`config.mk`:
```
export PLATFORM = sky130hd
export DESIGN_NAME = reg_dump_flat
export DESIGN_NICKNAME = d
export VERILOG_FILES = /design/src/rtl/reg_dump_pkg.sv /design/src/rtl/reg_dump_if.sv /design/src/rtl/reg_dump_csum.sv /design/src/rtl/reg_dump.sv /design/src/flat_wrapper.sv
export SDC_FILE = /design/constraint.sdc
export NUM_CORES = 1
export LEC_CHECK = 0
export ABC_AREA = 0
export CAP_MARGIN = 10
export CORE_ASPECT_RATIO = 0.75
export CORE_UTILIZATION = 39
export DETAILED_ROUTE_END_ITERATION = 12
export PLACE_DENSITY_LB_ADDON = 0.08
export SLEW_MARGIN = 20
export SYNTH_ARGS = -nofsm -noshare
export SYNTH_HDL_FRONTEND = slang
export SYNTH_SLANG_ARGS = --single-unit
```
`constraint.sdc`:
```
create_clock -name CLK -period 1.76 [get_ports CLK]
set_input_delay 0.176 -clock CLK [delete_from_list [all_inputs] [get_ports CLK]]
set_output_delay 0.176 -clock CLK [all_outputs]
set_load 0.01 [all_outputs]
```
`src/rtl/reg_dump_pkg.sv`:
```
// Shared types and constants for the register-dump engine.
// The optional checksum word is enabled with REG_DUMP_CSUM_EN.
package reg_dump_pkg;

    localparam int IDX_W    = 6;
    localparam int ADR_W    = 5;
    localparam int CSUM_IDX = 32;

    typedef enum logic [2:0] {
        IDLE = 3'd0,
        READ = 3'd1,
        SEND = 3'd2,
        CSUM = 3'd3,
        DONE = 3'd4
    } state_e;

endpackage

```
`src/rtl/reg_dump_if.sv`:
```
// Control, register-file read port and output stream of the dump engine.
// master = dump engine side, slave = requester / register file / consumer side.
interface reg_dump_if #(parameter int DW = 32) ();
    import reg_dump_pkg::*;

    logic             Start;
    logic             Abort;
    logic [ADR_W-1:0] RdAdr;
    logic [DW-1:0]    RdData;
    logic [DW-1:0]    OutData;
    logic [IDX_W-1:0] OutIdx;
    logic             OutValid;
    logic             OutReady;
    logic             Busy;
    logic             Done;

    modport master (
        input  Start, Abort, RdData, OutReady,
        output RdAdr, OutData, OutIdx, OutValid, Busy, Done
    );

    modport slave (
        output Start, Abort, RdData, OutReady,
        input  RdAdr, OutData, OutIdx, OutValid, Busy, Done
    );

endinterface

```
`src/rtl/reg_dump_csum.sv`:
```
// XOR accumulator over the words streamed by reg_dump (built only with REG_DUMP_CSUM_EN).
// Exposes the next value so the checksum word can be loaded on the same edge as the last data transfer.
module reg_dump_csum
    import reg_dump_pkg::*;
#(
    parameter int DW = 32
) (
    input  logic          clk,
    input  logic          rst_n,
    input  logic          clr_s,
    input  logic          en_s,
    input  logic [DW-1:0] din_s,
    output logic [DW-1:0] csum_nxt_s
);

    logic [DW-1:0] csum_r;

    // Next accumulator value: clear has priority over accumulation.
    always_comb begin
        csum_nxt_s = csum_r;
        if (clr_s) begin
            csum_nxt_s = {DW{1'b0}};
        end else if (en_s) begin
            csum_nxt_s = csum_r ^ din_s;
        end else begin
            csum_nxt_s = csum_r;
        end
    end

    // Accumulator register with synchronous active-low reset.
    always_ff @(posedge clk) begin
        if (!rst_n) begin
            csum_r <= {DW{1'b0}};
        end else begin
            csum_r <= csum_nxt_s;
        end
    end

endmodule

```
`src/rtl/reg_dump.sv`:
```
// Streams registers 0..NREG-1 out of a combinational register-file read port, one word per two cycles.
// Define REG_DUMP_CSUM_EN to append an XOR checksum word tagged with index NREG.
module reg_dump
    import reg_dump_pkg::*;
#(
    parameter int NREG = 32,
    parameter int DW   = 32
) (
    input  logic CLK,
    input  logic RST_N,
    reg_dump_if.master bus
);

    localparam logic [IDX_W-1:0] LAST_IDX = IDX_W'(NREG - 1);

    state_e           state_r;
    state_e           state_s;
    logic [IDX_W-1:0] idx_r;
    logic [IDX_W-1:0] idx_s;
    logic             xfer_s;
    logic             abort_s;

    logic [ADR_W-1:0] rd_adr_r;
    logic [DW-1:0]    out_data_r;
    logic [IDX_W-1:0] out_idx_r;
    logic             out_valid_r;
    logic             busy_r;
    logic             done_r;

    assign xfer_s  = out_valid_r && bus.OutReady;
    assign abort_s = bus.Abort && (state_r != IDLE);

    // State and index registers.
    always_ff @(posedge CLK) begin
        if (!RST_N) begin
            state_r <= IDLE;
            idx_r   <= {IDX_W{1'b0}};
        end else begin
            state_r <= state_s;
            idx_r   <= idx_s;
        end
    end

    // Next-state logic; abort overrides any transfer in the same cycle.
    always_comb begin
        state_s = state_r;
        idx_s   = idx_r;
        if (abort_s) begin
            state_s = IDLE;
        end else begin
            case (state_r)
                IDLE: begin
                    if (bus.Start) begin
                        state_s = READ;
                        idx_s   = {IDX_W{1'b0}};
                    end else begin
                        state_s = IDLE;
                    end
                end
                READ: state_s = SEND;
                SEND: begin
                    if (!xfer_s) begin
                        state_s = SEND;
                    end else if (idx_r == LAST_IDX) begin
`ifdef REG_DUMP_CSUM_EN
                        state_s = CSUM;
`else
                        state_s = DONE;
`endif
                    end else begin
                        idx_s   = idx_r + 6'd1;
                        state_s = READ;
                    end
                end
                CSUM: begin
`ifdef REG_DUMP_CSUM_EN
                    if (xfer_s) begin
                        state_s = DONE;
                    end else begin
                        state_s = CSUM;
                    end
`else
                    state_s = IDLE;
`endif
                end
                DONE:    state_s = IDLE;
                default: state_s = IDLE;
            endcase
        end
    end

`ifdef REG_DUMP_CSUM_EN
    logic [DW-1:0] csum_nxt_s;

    reg_dump_csum #(.DW(DW)) u_csum (
        .clk       (CLK),
        .rst_n     (RST_N),
        .clr_s     ((state_r == IDLE) && bus.Start),
        .en_s      ((state_r == SEND) && xfer_s && !bus.Abort),
        .din_s     (out_data_r),
        .csum_nxt_s(csum_nxt_s)
    );
`endif

    // Outputs are registered from the next state so RdAdr is already valid during READ.
    always_ff @(posedge CLK) begin
        if (!RST_N) begin
            rd_adr_r    <= {ADR_W{1'b0}};
            out_data_r  <= {DW{1'b0}};
            out_idx_r   <= {IDX_W{1'b0}};
            out_valid_r <= 1'b0;
            busy_r      <= 1'b0;
            done_r      <= 1'b0;
        end else begin
            rd_adr_r <= (state_s == READ) ? idx_s[ADR_W-1:0] : {ADR_W{1'b0}};
            busy_r   <= (state_s != IDLE);
            done_r   <= (state_s == DONE);
            if ((state_r == READ) && (state_s == SEND)) begin
                out_data_r  <= bus.RdData;
                out_idx_r   <= idx_r;
                out_valid_r <= 1'b1;
`ifdef REG_DUMP_CSUM_EN
            end else if ((state_r == SEND) && (state_s == CSUM)) begin
                out_data_r  <= csum_nxt_s;
                out_idx_r   <= IDX_W'(NREG);
                out_valid_r <= 1'b1;
`endif
            end else if ((state_s == SEND) || (state_s == CSUM)) begin
                // Stalled by the consumer: word and tag stay put whatever RdData does.
                out_valid_r <= out_valid_r;
            end else begin
                out_valid_r <= 1'b0;
            end
        end
    end

    assign bus.RdAdr    = rd_adr_r;
    assign bus.OutData  = out_data_r;
    assign bus.OutIdx   = out_idx_r;
    assign bus.OutValid = out_valid_r;
    assign bus.Busy     = busy_r;
    assign bus.Done     = done_r;

endmodule

```
`src/flat_wrapper.sv`:
```
// flat-port wrapper written by rule: the top's interface ports become plain ports
module reg_dump_flat import reg_dump_pkg::*;
#(
    parameter int NREG = 32,
    parameter int DW   = 32
)
  (CLK, RST_N, bus_Start, bus_Abort, bus_RdData, bus_OutReady, bus_RdAdr, bus_OutData, bus_OutIdx, bus_OutValid, bus_Busy, bus_Done);
  reg_dump_if #(.DW(DW)) bus_i ();
  input  logic CLK;
  input  logic RST_N;
  input wire logic [$bits(bus_i.Start)-1:0] bus_Start;
  input wire logic [$bits(bus_i.Abort)-1:0] bus_Abort;
  input wire logic [$bits(bus_i.RdData)-1:0] bus_RdData;
  input wire logic [$bits(bus_i.OutReady)-1:0] bus_OutReady;
  output wire logic [$bits(bus_i.RdAdr)-1:0] bus_RdAdr;
  output wire logic [$bits(bus_i.OutData)-1:0] bus_OutData;
  output wire logic [$bits(bus_i.OutIdx)-1:0] bus_OutIdx;
  output wire logic [$bits(bus_i.OutValid)-1:0] bus_OutValid;
  output wire logic [$bits(bus_i.Busy)-1:0] bus_Busy;
  output wire logic [$bits(bus_i.Done)-1:0] bus_Done;
  assign bus_i.Start = bus_Start;
  assign bus_i.Abort = bus_Abort;
  assign bus_i.RdData = bus_RdData;
  assign bus_i.OutReady = bus_OutReady;
  assign bus_RdAdr = bus_i.RdAdr;
  assign bus_OutData = bus_i.OutData;
  assign bus_OutIdx = bus_i.OutIdx;
  assign bus_OutValid = bus_i.OutValid;
  assign bus_Busy = bus_i.Busy;
  assign bus_Done = bus_i.Done;
  reg_dump #(.NREG(NREG), .DW(DW)) u_core (.CLK(CLK), .RST_N(RST_N), .bus(bus_i));
endmodule
```
# == Word level (Yosys, flattened, before mapping) ==
# Cells that the tools add are included.
# totals
out_inout_bits,46
input_bits,37
elab_cells,44
register_bits,55
# classes
n_reduce_logical,10
eq_ne,11
n_addsub,1
bitwise_logic,1
n_mux,12
# op_table
cell,count
6-bit two-way mux,3
6-bit case mux with 2 select lines,1
"3-bit by 2-bit equality test with 1-bit output, second input constant",3
3-bit two-way mux,3
3-bit case mux with 3 select lines,1
"6-bit by 1-bit adder with 6-bit output, second input constant",1
"3-bit by 1-bit equality test with 1-bit output, second input constant",2
"6-bit by 5-bit equality test with 1-bit output, second input constant",1
3-bit nonzero test,2
5-bit two-way mux,1
5-bit AND reduction,1
"2-bit by 1-bit inequality test with 1-bit output, second input constant",2
"2-bit inequality test, second input constant",2
"3-bit equality test, second input constant",1
1-bit logical AND,3
3-bit zero test,1
1-bit two-way mux,3
2-bit AND reduction,1
2-bit nonzero test,1
1-bit logical OR,1
1-bit NOT,1

# == Longest topological paths before layout ==
# logic_depth
depth_word,9
mapped_depth,6
mapped_depth_nobuf,6

# == Worst setup path after synthesis ==
# No wires, ideal clock.
# synth_timing
path_kind,reg-to-reg
startpoint,reg u_core.state_r[1]
endpoint,reg u_core.idx_r[4]
path_stages_with_launch,6
n_path_buf,0
arrival_time_ns,1.575
setup_slack_ns,0.066
required_time_ns,1.641
synth_period_minus_slack_ns,1.694
setup_time_ns,0.119
path_cell_list,dfxtp_1 > or3b_1 > or3b_1 > nor2_2 > mux2i_1 > nor2_1
# synth_via
elab_chain_len,3
word_cells_on_any_way,6
cone_classes,1 x eq/ne; 2 x mux; 3 x reduce/logical
# synth_rtl
item,line_no,source
"start, declared",reg_dump.sv:16,state_e state_r;
"start signal, assigned",reg_dump.sv:39,state_r <= state_s;
3-bit by 2-bit equality test with 1-bit output (tied with other cells),reg_dump.sv:51,case (state_r)
6-bit case mux with 2 select lines / 1-bit logical AND (equally long branches),"reg_dump.sv:51, reg_dump.sv:31",
5-bit two-way mux (*),reg_dump.sv:48,if (abort_s) begin
"end signal, assigned",reg_dump.sv:37,idx_r <= {IDX_W{1'b0}};
"end signal, assigned",reg_dump.sv:40,idx_r <= idx_s;
"end, declared",reg_dump.sv:18,logic [IDX_W-1:0] idx_r;
# Mark *: on every way between the ends. The rest lies on a longest branch, timed or not.
# A chain may end at the register's enable or synchronous reset.

# == Worst setup path in the final report ==
# layout_timing
startpoint,reg u_core.state_r[1]
endpoint,reg u_core.rd_adr_r[4] (netlist: u_core.bus.RdAdr[4])
# layout_via
elab_chain_len,5
word_cells_on_any_way,11
cone_classes,3 x eq/ne; 4 x mux; 4 x reduce/logical
# layout_rtl
item,line_no,source
3-bit by 2-bit equality test with 1-bit output (tied with other cells),reg_dump.sv:51,
3-bit case mux with 3 select lines / 1-bit logical AND (equally long branches),"reg_dump.sv:51, reg_dump.sv:31",
3-bit two-way mux,reg_dump.sv:48,
3-bit by 1-bit equality test with 1-bit output,reg_dump.sv:115,rd_adr_r <= (state_s == READ) ? idx_s[ADR_W-1:0] : {ADR_W{1'b0}};
2-bit AND reduction (no source line),n/a,
"end signal, assigned",reg_dump.sv:108,rd_adr_r <= {ADR_W{1'b0}};
"end signal, assigned",reg_dump.sv:115,
"end, declared",reg_dump.sv:23,logic [ADR_W-1:0] rd_adr_r;
# Several ways; a longest one is shown, not always the timed one.

==> impl_metrics.ini <==
[outcome]
status = finished, final reports clean

[run]
drv_cap = 0

[layout]
fill_cells = 465
syn_to_final_growth_pct = 55.1
drive_gt1_share_pct = 10.5
nets = 380
postLayoutCellArea_um2 = 3240
antennaDiodeCount = 0

[clock_tree]
clock-sinks = 55
clk_pin_slew_ps = 90
clk_path_buf_depth = 2
htreeDepth = 2
clock_latency_ps = 310
root_buffer = clkbuf_8
ctsHoldBuffers = 0
cts_tree = done
cts_made_buffers = 5

[floorplan]
rows = 22
initial_utilization_pct = 41.7
die_y_um = 65.4
die_w_um = 86.5
io_pins = 83
core-area_um2 = 5010
die-area_um2 = 5660

[detailed_routing]
wl_um = 4940
wl_per_cell_um = 11.9
first_pass_iters = 4
via_per_inst = 4.60
vias = 1908
drt_iter0_markers = 65
drc_errors = 0
antenna_left = 0

[timing]
setup_tns_ps = 0
clock_skew_ps = 6.50
tightestPinTransition_ps = 411
fin_crit_ps = 1700
period_share_pct = 96.5
timing.hold.ws_ps = 415
finalSetupViolCount = 0
slew_headroom_pct = 71.9
maxSlewViolCount = 0
max_freq_mhz = 589
rsz0062_at_grt = yes
finalHoldViolations = 0

[power_and_ir_drop]
intPower_mw = 1.72
p_sw_mw = 0.511
p_seq_share_pct = 57.5
ir_worst_vdd_mv = 0.513
p_comb_share_pct = 12.4
total_power_mw = 2.23
sw_frac_of_total_pct = 22.9
clock_power_share_pct = 30.1
powerDensity_nw_per_um2 = 688
p_leak_nw = 1.13

[synth]
synth_edf_count = 0
avgSynthCellArea_um2 = 8.46
muxShareOfSynthArea_pct = 0.479
synth_xor_area_share_pct = 0
seq_area_frac_synth_pct = 52.7
syn-num-nets = 285
yosysUniqueCellTypes = 29
synth-adder-area-share_pct = 0.598
synth_commonest_cells = nand2_1 (88), dfxtp_1 (55), a21boi_0 (35), nor2_1 (12), clkbuf_1 (8)
synth_top_area_share_pct = 52.7
synth_warnings = 0
netlist_area_um2 = 2090
yosysMostFrequentCell = nand2_1
async_flop_share_pct = 0
synthCells = 247
synth_top_family_by_area = simple AND/OR/NAND/NOR gates
synth-seq-cells = 55
synth_compound_area_share_pct = 19.0
synthTopCellsByArea = dfxtp_1 (53%), nand2_1 (16%), a21boi_0 (13%), nor2_1 (2.2%), a21boi_1 (1.8%)
ys.flop_type = dfxtp_1
yosysTopAreaCell = dfxtp_1
synthSimpleGateAreaFrac_pct = 24.7

[hold_path]
min_path_type = input pin to flip-flop
worstHoldStart = bus_RdData[27]
min_path_cells = 3
min_delay_worst_endpoint = u_core.bus.OutData[27]

[critical_path]
required_ps = 1960
rr_endpoint = u_core.bus.RdAdr[4]
worstSetupEndpointType = flip-flop
critPathKind = flip-flop to flip-flop
r2r_cells = 5
cp-start-kind = flip-flop
reg2reg_from = u_core.state_r[1]
cp.arrival_ps = 1900
r2r_slack_ps = 60
crit_fanout = 8

[global_route]
grt_pass1_wl_um = 8270
grt_max_degree = 39
grt_use_total_pct = 19.0
grt_pass1_vias = 1819
grt_remaining_overflow = 0
antenna_found_initial = 0

[placement]
io_buffer_count = 82
placed_area_um2 = 3110
gp_congestion = 0.848
dp_hpwl_um = 3430
how the worst max path moves through the flow:
stage,start,endpoint,slack (ps)
final,u_core.state_r[1],u_core.bus.RdAdr[4],60
after global routing,u_core.state_r[1],u_core.bus.RdAdr[4],-20
after CTS,u_core.state_r[1],u_core.idx_r[4],30
after detailed placement,bus_Abort,u_core.idx_r[5],-70
after global placement,bus_Abort,u_core.idx_r[5],-40
after floorplan,u_core.state_r[1],u_core.idx_r[4],70
placed cells by master, fill, tap and decap left out, types with 3 or more instances in the layout:
cell type	instances
a21oi_1	5
nor2_1	12
a21boi_1	4
nor3_1	3
dfxtp_1	54
clkbuf_8	5
a21boi_0	35
buf_4	17
nand2_1	88
nor2b_1	3
clkdlybuf4s50_1	82
nand3_1	4
state kept, by name (all words and copies together), names as in the netlist:
name / flops
u_core.bus.Busy: 1
u_core.idx_r: 6
u_core.state_r: 3
u_core.bus.RdAdr: 5
u_core.bus.Done: 1
u_core.bus.OutData: 32
u_core.bus.OutValid: 1
u_core.bus.OutIdx: 6
power by group through the flow:
stage                     combinational, mW  clock (mW)  sequential (mW)
after global routing                  0.303       0.740             1.29
after CTS                             0.271       0.703             1.28
final                                 0.277       0.670             1.28
after global placement                0.268           0             1.31
after detailed placement              0.269           0             1.31
after floorplan                      0.0827           0             1.33
metrics by stage:
stage                     setup WS (ps)  std cells  utilization, %
after detailed placement          -67.2        405            62.0
after CTS                          30.9        413            63.7
after floorplan                    66.1        247               -
after global routing              -17.9        415            64.7
final                              61.7        415            64.7
after global placement            -40.0        405            62.0
layer usage:
layer  track usage [%]  routed length [um]
met1              23.4                2330
met4              5.00                  27
met2              31.3                2170
met3              7.54                 417
met5                 0                   0
worst max-delay path, cell delays in order, from the launching register on:
cell	delay, ps
dfxtp_4	400
or3b_4	390
or3b_4	410
nor2_4	110
mux2i_1	220
nor2_1	60
cell families after synthesis:
kind of cell,after synthesis
AOI/OAI and AO/OA,54
adders and majority gates,1
buffers and inverters,14
DFF,55
muxes,1
and+or+nand+nor,122
final cells by class:
cell class	count	area, um2	share of cell area [%]
Multi-Input combinational cell	178	975	30.1
Clock inverter	1	5.00	0.154
Tap cell	72	90.1	2.78
Sequential cell	55	1100	34.1
Timing Repair Buffer	101	988	30.5
Inverter	1	3.75	0.116
Clock buffer	7	76.3	2.35
repair_timing:
action                                  4_1_cts  5_1_grt
setup buffers                                 0        2
endpoints found under the setup margin        2        6
gates resized for setup                       1        8
pin swaps                                     0        3
cloned                                        0        0
(Power assumes the default switching activity.)
==> edit 1: new RTL, same flow settings <==
Compare `idx_r` against `LAST_IDX` with >= in place of ==.
--- a/src/rtl/reg_dump.sv
+++ b/src/rtl/reg_dump.sv
@@ -62,5 +62,5 @@
                     if (!xfer_s) begin
                         state_s = SEND;
-                    end else if (idx_r == LAST_IDX) begin
+                    end else if (idx_r >= LAST_IDX) begin
 `ifdef REG_DUMP_CSUM_EN
                         state_s = CSUM;
Check against the original RTL: no difference found for any inputs over 10 cycles, from zero or initial values and one cycle with RST_N low; that may be too few to reach the edited logic, so the function may still have changed.
==> edit 1 against the unedited design <==
  * Power down 3.2%
  * Final area is 3.0% lower
  * Via count shrank 4.2%
  * Area after synthesis grew 1.6%
  * Sequential cell count unchanged
  * Worst setup slack better by 82 ps
  * Critical path depth did not move
  * Routed wire length shrank 2.5%
  * Maximum frequency rose by 5.1%
==> edit 1: results (changes against the unedited design) <==
- The global routing met3 resource utilization is 0.0649 (was 0.0754).
- The global placement routability congestion is 0.854 (was 0.848).
- The switching share of total power is 0.222 (was 0.229).
- The post-synth net total is 277 (was 285).
- The synthesized-area fraction occupied by adder cells is 0.00589 (was 0.00598).
- The leakage power was 1.13 nW (about the same).
- The worst-case register-to-register setup slack is 140 ps (was 60 ps).
- The number of DRC markers after the initial detailed-route iteration is 99 (was 65).
- The wire length of the first global-routing pass is 7580 um (was 8270 um).
- The number of nets in the final layout is 360 (was 380).
- The share of the yosys chip area belonging to registers is 0.518 (was 0.527).
- The maximum clock skew at final layout was 5.93 ps (was 6.50 ps).
- The placed wire-length estimate after detailed placement came to 3350 um (was 3430 um).
- The via total after detailed routing is 1827 (was 1908).
- The routed wirelength normalized by instance count is 12.2 um (was 11.9 um).
- The overall power consumption came to 2.16 mW (was 2.23 mW).
- Result of the run: completed (unchanged).
- Cell types with the largest area share after synthesis: sky130_fd_sc_hd__dfxtp_1 52%, sky130_fd_sc_hd__nand2_1 14%, sky130_fd_sc_hd__a21boi_0 13% (was sky130_fd_sc_hd__dfxtp_1 53%, sky130_fd_sc_hd__nand2_1 16%, sky130_fd_sc_hd__a21boi_0 13%).
- The maximum vdd ir drop is 0.379 mV (was 0.513 mV).
- The power in combinational cells is 0.221 mW (was 0.277 mW).
- The start point of the worst hold path is bus_RdData[15] (was bus_RdData[27]).
- The endpoint of the worst hold path is u_core.bus.OutData[15]$_SDFFE_PN0P_ (was u_core.bus.OutData[27]$_SDFFE_PN0P_).
- The maximum fanout encountered on the critical timing path is 7 (was 8).
- The met1 track demand over resource in global routing is 0.224 (was 0.234).
- The share of post-route cells with drive strength above 1 is 0.0588 (was 0.105).
- The origin of the critical flop-to-flop path is u_core.idx_r[1]$_SDFF_PN0_ (was u_core.state_r[1]$_SDFF_PN0_).
- The worst slack after detailed placement is -7.31 ps (was -67.2 ps).
- The power share of the sequential group is 0.589 (was 0.575).
- The worst endpoint data arrival time is 1810 ps (was 1900 ps).
- The global-route usage over all layers is 0.173 (was 0.190).
- The sum of met2 wire segment lengths after detailed routing is 2010 um (was 2170 um).
- The number of cells in the finished layout apart from fillers is 395 (was 415).
- The portion of netlist area occupied by mux cells is 0.00471 (was 0.00479).
-- edit 1: cell count changes after synthesis, moves of 3 or more --
cell,delta
sky130_fd_sc_hd__nor2_1,-10
sky130_fd_sc_hd__and2_1,+7
sky130_fd_sc_hd__and3_1,+6
sky130_fd_sc_hd__nand2_1,-6
sky130_fd_sc_hd__a21boi_1,-5
sky130_fd_sc_hd__a21oi_1,-4
sky130_fd_sc_hd__buf_2,+4
sky130_fd_sc_hd__a21boi_0,+3
sky130_fd_sc_hd__buf_1,-3
sky130_fd_sc_hd__nand3_1,-3
sky130_fd_sc_hd__nor3_1,-3
-- edit 1: final cells by class --
class / count / area, um^2
clock inverters: 2 / 12.5
flip-flops and latches: 55 / 1100
repair buffers: 91 / 913
fillers: 470 / 1920
multi-input cells: 169 / 956
clock buffers: 6 / 72.6
well taps: 72 / 90.1
==> edit 2: new RTL, same flow settings <==
Made on the original files. `DW` is set to 32 in 3 places; all go to 24.
--- a/src/rtl/reg_dump_if.sv
+++ b/src/rtl/reg_dump_if.sv
@@ -1,5 +1,5 @@
 // Control, register-file read port and output stream of the dump engine.
 // master = dump engine side, slave = requester / register file / consumer side.
-interface reg_dump_if #(parameter int DW = 32) ();
+interface reg_dump_if #(parameter int DW = 24) ();
     import reg_dump_pkg::*;
 
--- a/src/rtl/reg_dump.sv
+++ b/src/rtl/reg_dump.sv
@@ -5,5 +5,5 @@
 #(
     parameter int NREG = 32,
-    parameter int DW   = 32
+    parameter int DW   = 24
 ) (
     input  logic CLK,
--- a/src/flat_wrapper.sv
+++ b/src/flat_wrapper.sv
@@ -3,5 +3,5 @@
 #(
     parameter int NREG = 32,
-    parameter int DW   = 32
+    parameter int DW   = 24
 )
   (CLK, RST_N, bus_Start, bus_Abort, bus_RdData, bus_OutReady, bus_RdAdr, bus_OutData, bus_OutIdx, bus_OutValid, bus_Busy, bus_Done);
Ports: changed (resized bus_OutData and bus_RdData); port bits go from 83 to 67. No check against the original RTL was run, so the function may have changed too.
==> edit 2 against the unedited design <==
  * Sequential cell count shrank 8
  * Final area shrank 14%
  * Largest power group unchanged
  * Worst setup slack gained 92 ps
  * Clock skew is essentially flat
  * Power grew 1.4%
  * Sequential share of layout area shrank 0.18 points
  * Highest routed layer unchanged
  * Maximum frequency grew 5.7%
  * Routed wire length shrank 9.2%
  * Clock power grew 37%
  * Global-route usage shrank 0.42 points
  * Area after synthesis shrank 13%
  * Synthesized cell count shrank 12%
  * Largest cell class unchanged
==> edit 2: results (changes against the unedited design) <==
- Result of the run: completed (unchanged).
- The filler cell count in the final layout is 406 (was 465).
- The met2 track demand over resource in global routing is 0.267 (was 0.313).
- The flip-flop and latch area is 941 um^2 (was 1100 um^2).
- The largest stage delay on the critical path is 560 ps (was 410 ps).
- The number of logic inverters in the finished layout is 2 (was 1).
- The endpoint of the worst hold path is u_core.bus.OutData[13]$_SDFFE_PN0P_ (was u_core.bus.OutData[27]$_SDFFE_PN0P_).
- The number of resized instances in the post-cts repair step came to 0 (was 1).
- The clock latency reported for the late side of the worst-skew pair is 290 ps (was 310 ps).
- The flip-flop count of the largest register, all copies and words added is 24 (was 32).
- The met1 track demand over resource in global routing was 0.269 (was 0.234).
- The via count of the first global-routing pass came to 1512 (was 1819).
- The share of the yosys chip area belonging to registers is 0.515 (was 0.527).
- The maximum fanout encountered on the critical timing path is 9 (was 8).
- The global-route usage over all layers is 0.186 (was 0.190).
- The maximum number of pins on one net before global-route repair came to 37 (was 39).
- The placed wire-length estimate after detailed placement is 3080 um (was 3430 um).
- The share of post-route cells with drive strength above 1 is 0.109 (was 0.105).
- The global routing met3 resource utilization is 0.0622 (was 0.0754).
- The worst-case register-to-register setup slack is 150 ps (was 60 ps).
- The relative slew slack is 0.693 (was 0.719).
- The met3 wire length was 354 um (was 417 um).
- The power attributed to the clock group is 0.920 mW (was 0.670 mW).
- The layout buffer count excluding clock buffers is 80 (was 101).
- Commonest cells post-synth: 67 x sky130_fd_sc_hd__nand2_1, 47 x sky130_fd_sc_hd__dfxtp_1, 36 x sky130_fd_sc_hd__a21oi_1 (was 88 x sky130_fd_sc_hd__nand2_1, 55 x sky130_fd_sc_hd__dfxtp_1, 35 x sky130_fd_sc_hd__a21boi_0).
- The number of buffers added on ports came to 66 (was 82).
- The routed wirelength normalized by instance count was 12.8 um (was 11.9 um).
- The number of cells in the finished layout apart from fillers is 350 (was 415).
- The non-clock buffer share of cell area came to 0.285 (was 0.305).
- The sum of met2 wire segment lengths after detailed routing came to 1790 um (was 2170 um).
- The worst slack after detailed placement is 49.8 ps (was -67.2 ps).
==> edit 2: changes by cell type in the layout (fill, tap and decap cells not counted), moves of 3 or more <==
cell	before	now
sky130_fd_sc_hd__buf_4	17	12
sky130_fd_sc_hd__and2_1	1	5
sky130_fd_sc_hd__clkdlybuf4s50_1	82	66
sky130_fd_sc_hd__dfxtp_1	54	47
sky130_fd_sc_hd__nor4_2	0	3
sky130_fd_sc_hd__nor2_1	12	1
sky130_fd_sc_hd__a21oi_1	5	36
sky130_fd_sc_hd__a21boi_0	35	1
sky130_fd_sc_hd__nand2_1	88	67
sky130_fd_sc_hd__a21boi_1	4	0
==> edit 2: cell families (layout without fill, tap and decap cells) <==
group / after synthesis / count (layout) / share of synthesized area
AO/OA/AOI/OAI: 54 / 54 / 0.172
multiplexers: 1 / 1 / 0.00548
buffers and inverters: 14 / 90 / 0.0322
adder cells (fa/ha/maj): 1 / 1 / 0.00684
AND/OR/NAND/NOR: 100 / 100 / 0.268
flip-flops: 47 / 47 / 0.515
==> edit 2: worst max-delay path by stage <==
| stage | from | endpoint | slack (ps) | cells past startpoint |
|---|---|---|---|---|
| finish | u_core.state_r[1]$_SDFF_PN0_ | u_core.bus.RdAdr[3]$_SDFF_PN0_ | 150 | 3 |
| global route | u_core.idx_r[0]$_SDFF_PN0_ | u_core.idx_r[5]$_SDFFE_PN0P_ | 20 | 5 |
| CTS | u_core.state_r[1]$_SDFF_PN0_ | u_core.bus.RdAdr[3]$_SDFF_PN0_ | 170 | 3 |
| detailed placement | bus_Abort | u_core.idx_r[3]$_SDFF_PN0_ | 50 | 6 |
| global placement | bus_Abort | u_core.idx_r[3]$_SDFF_PN0_ | 20 | 6 |
| floorplan | u_core.idx_r[0]$_SDFF_PN0_ | u_core.idx_r[5]$_SDFFE_PN0P_ | 270 | 5 |
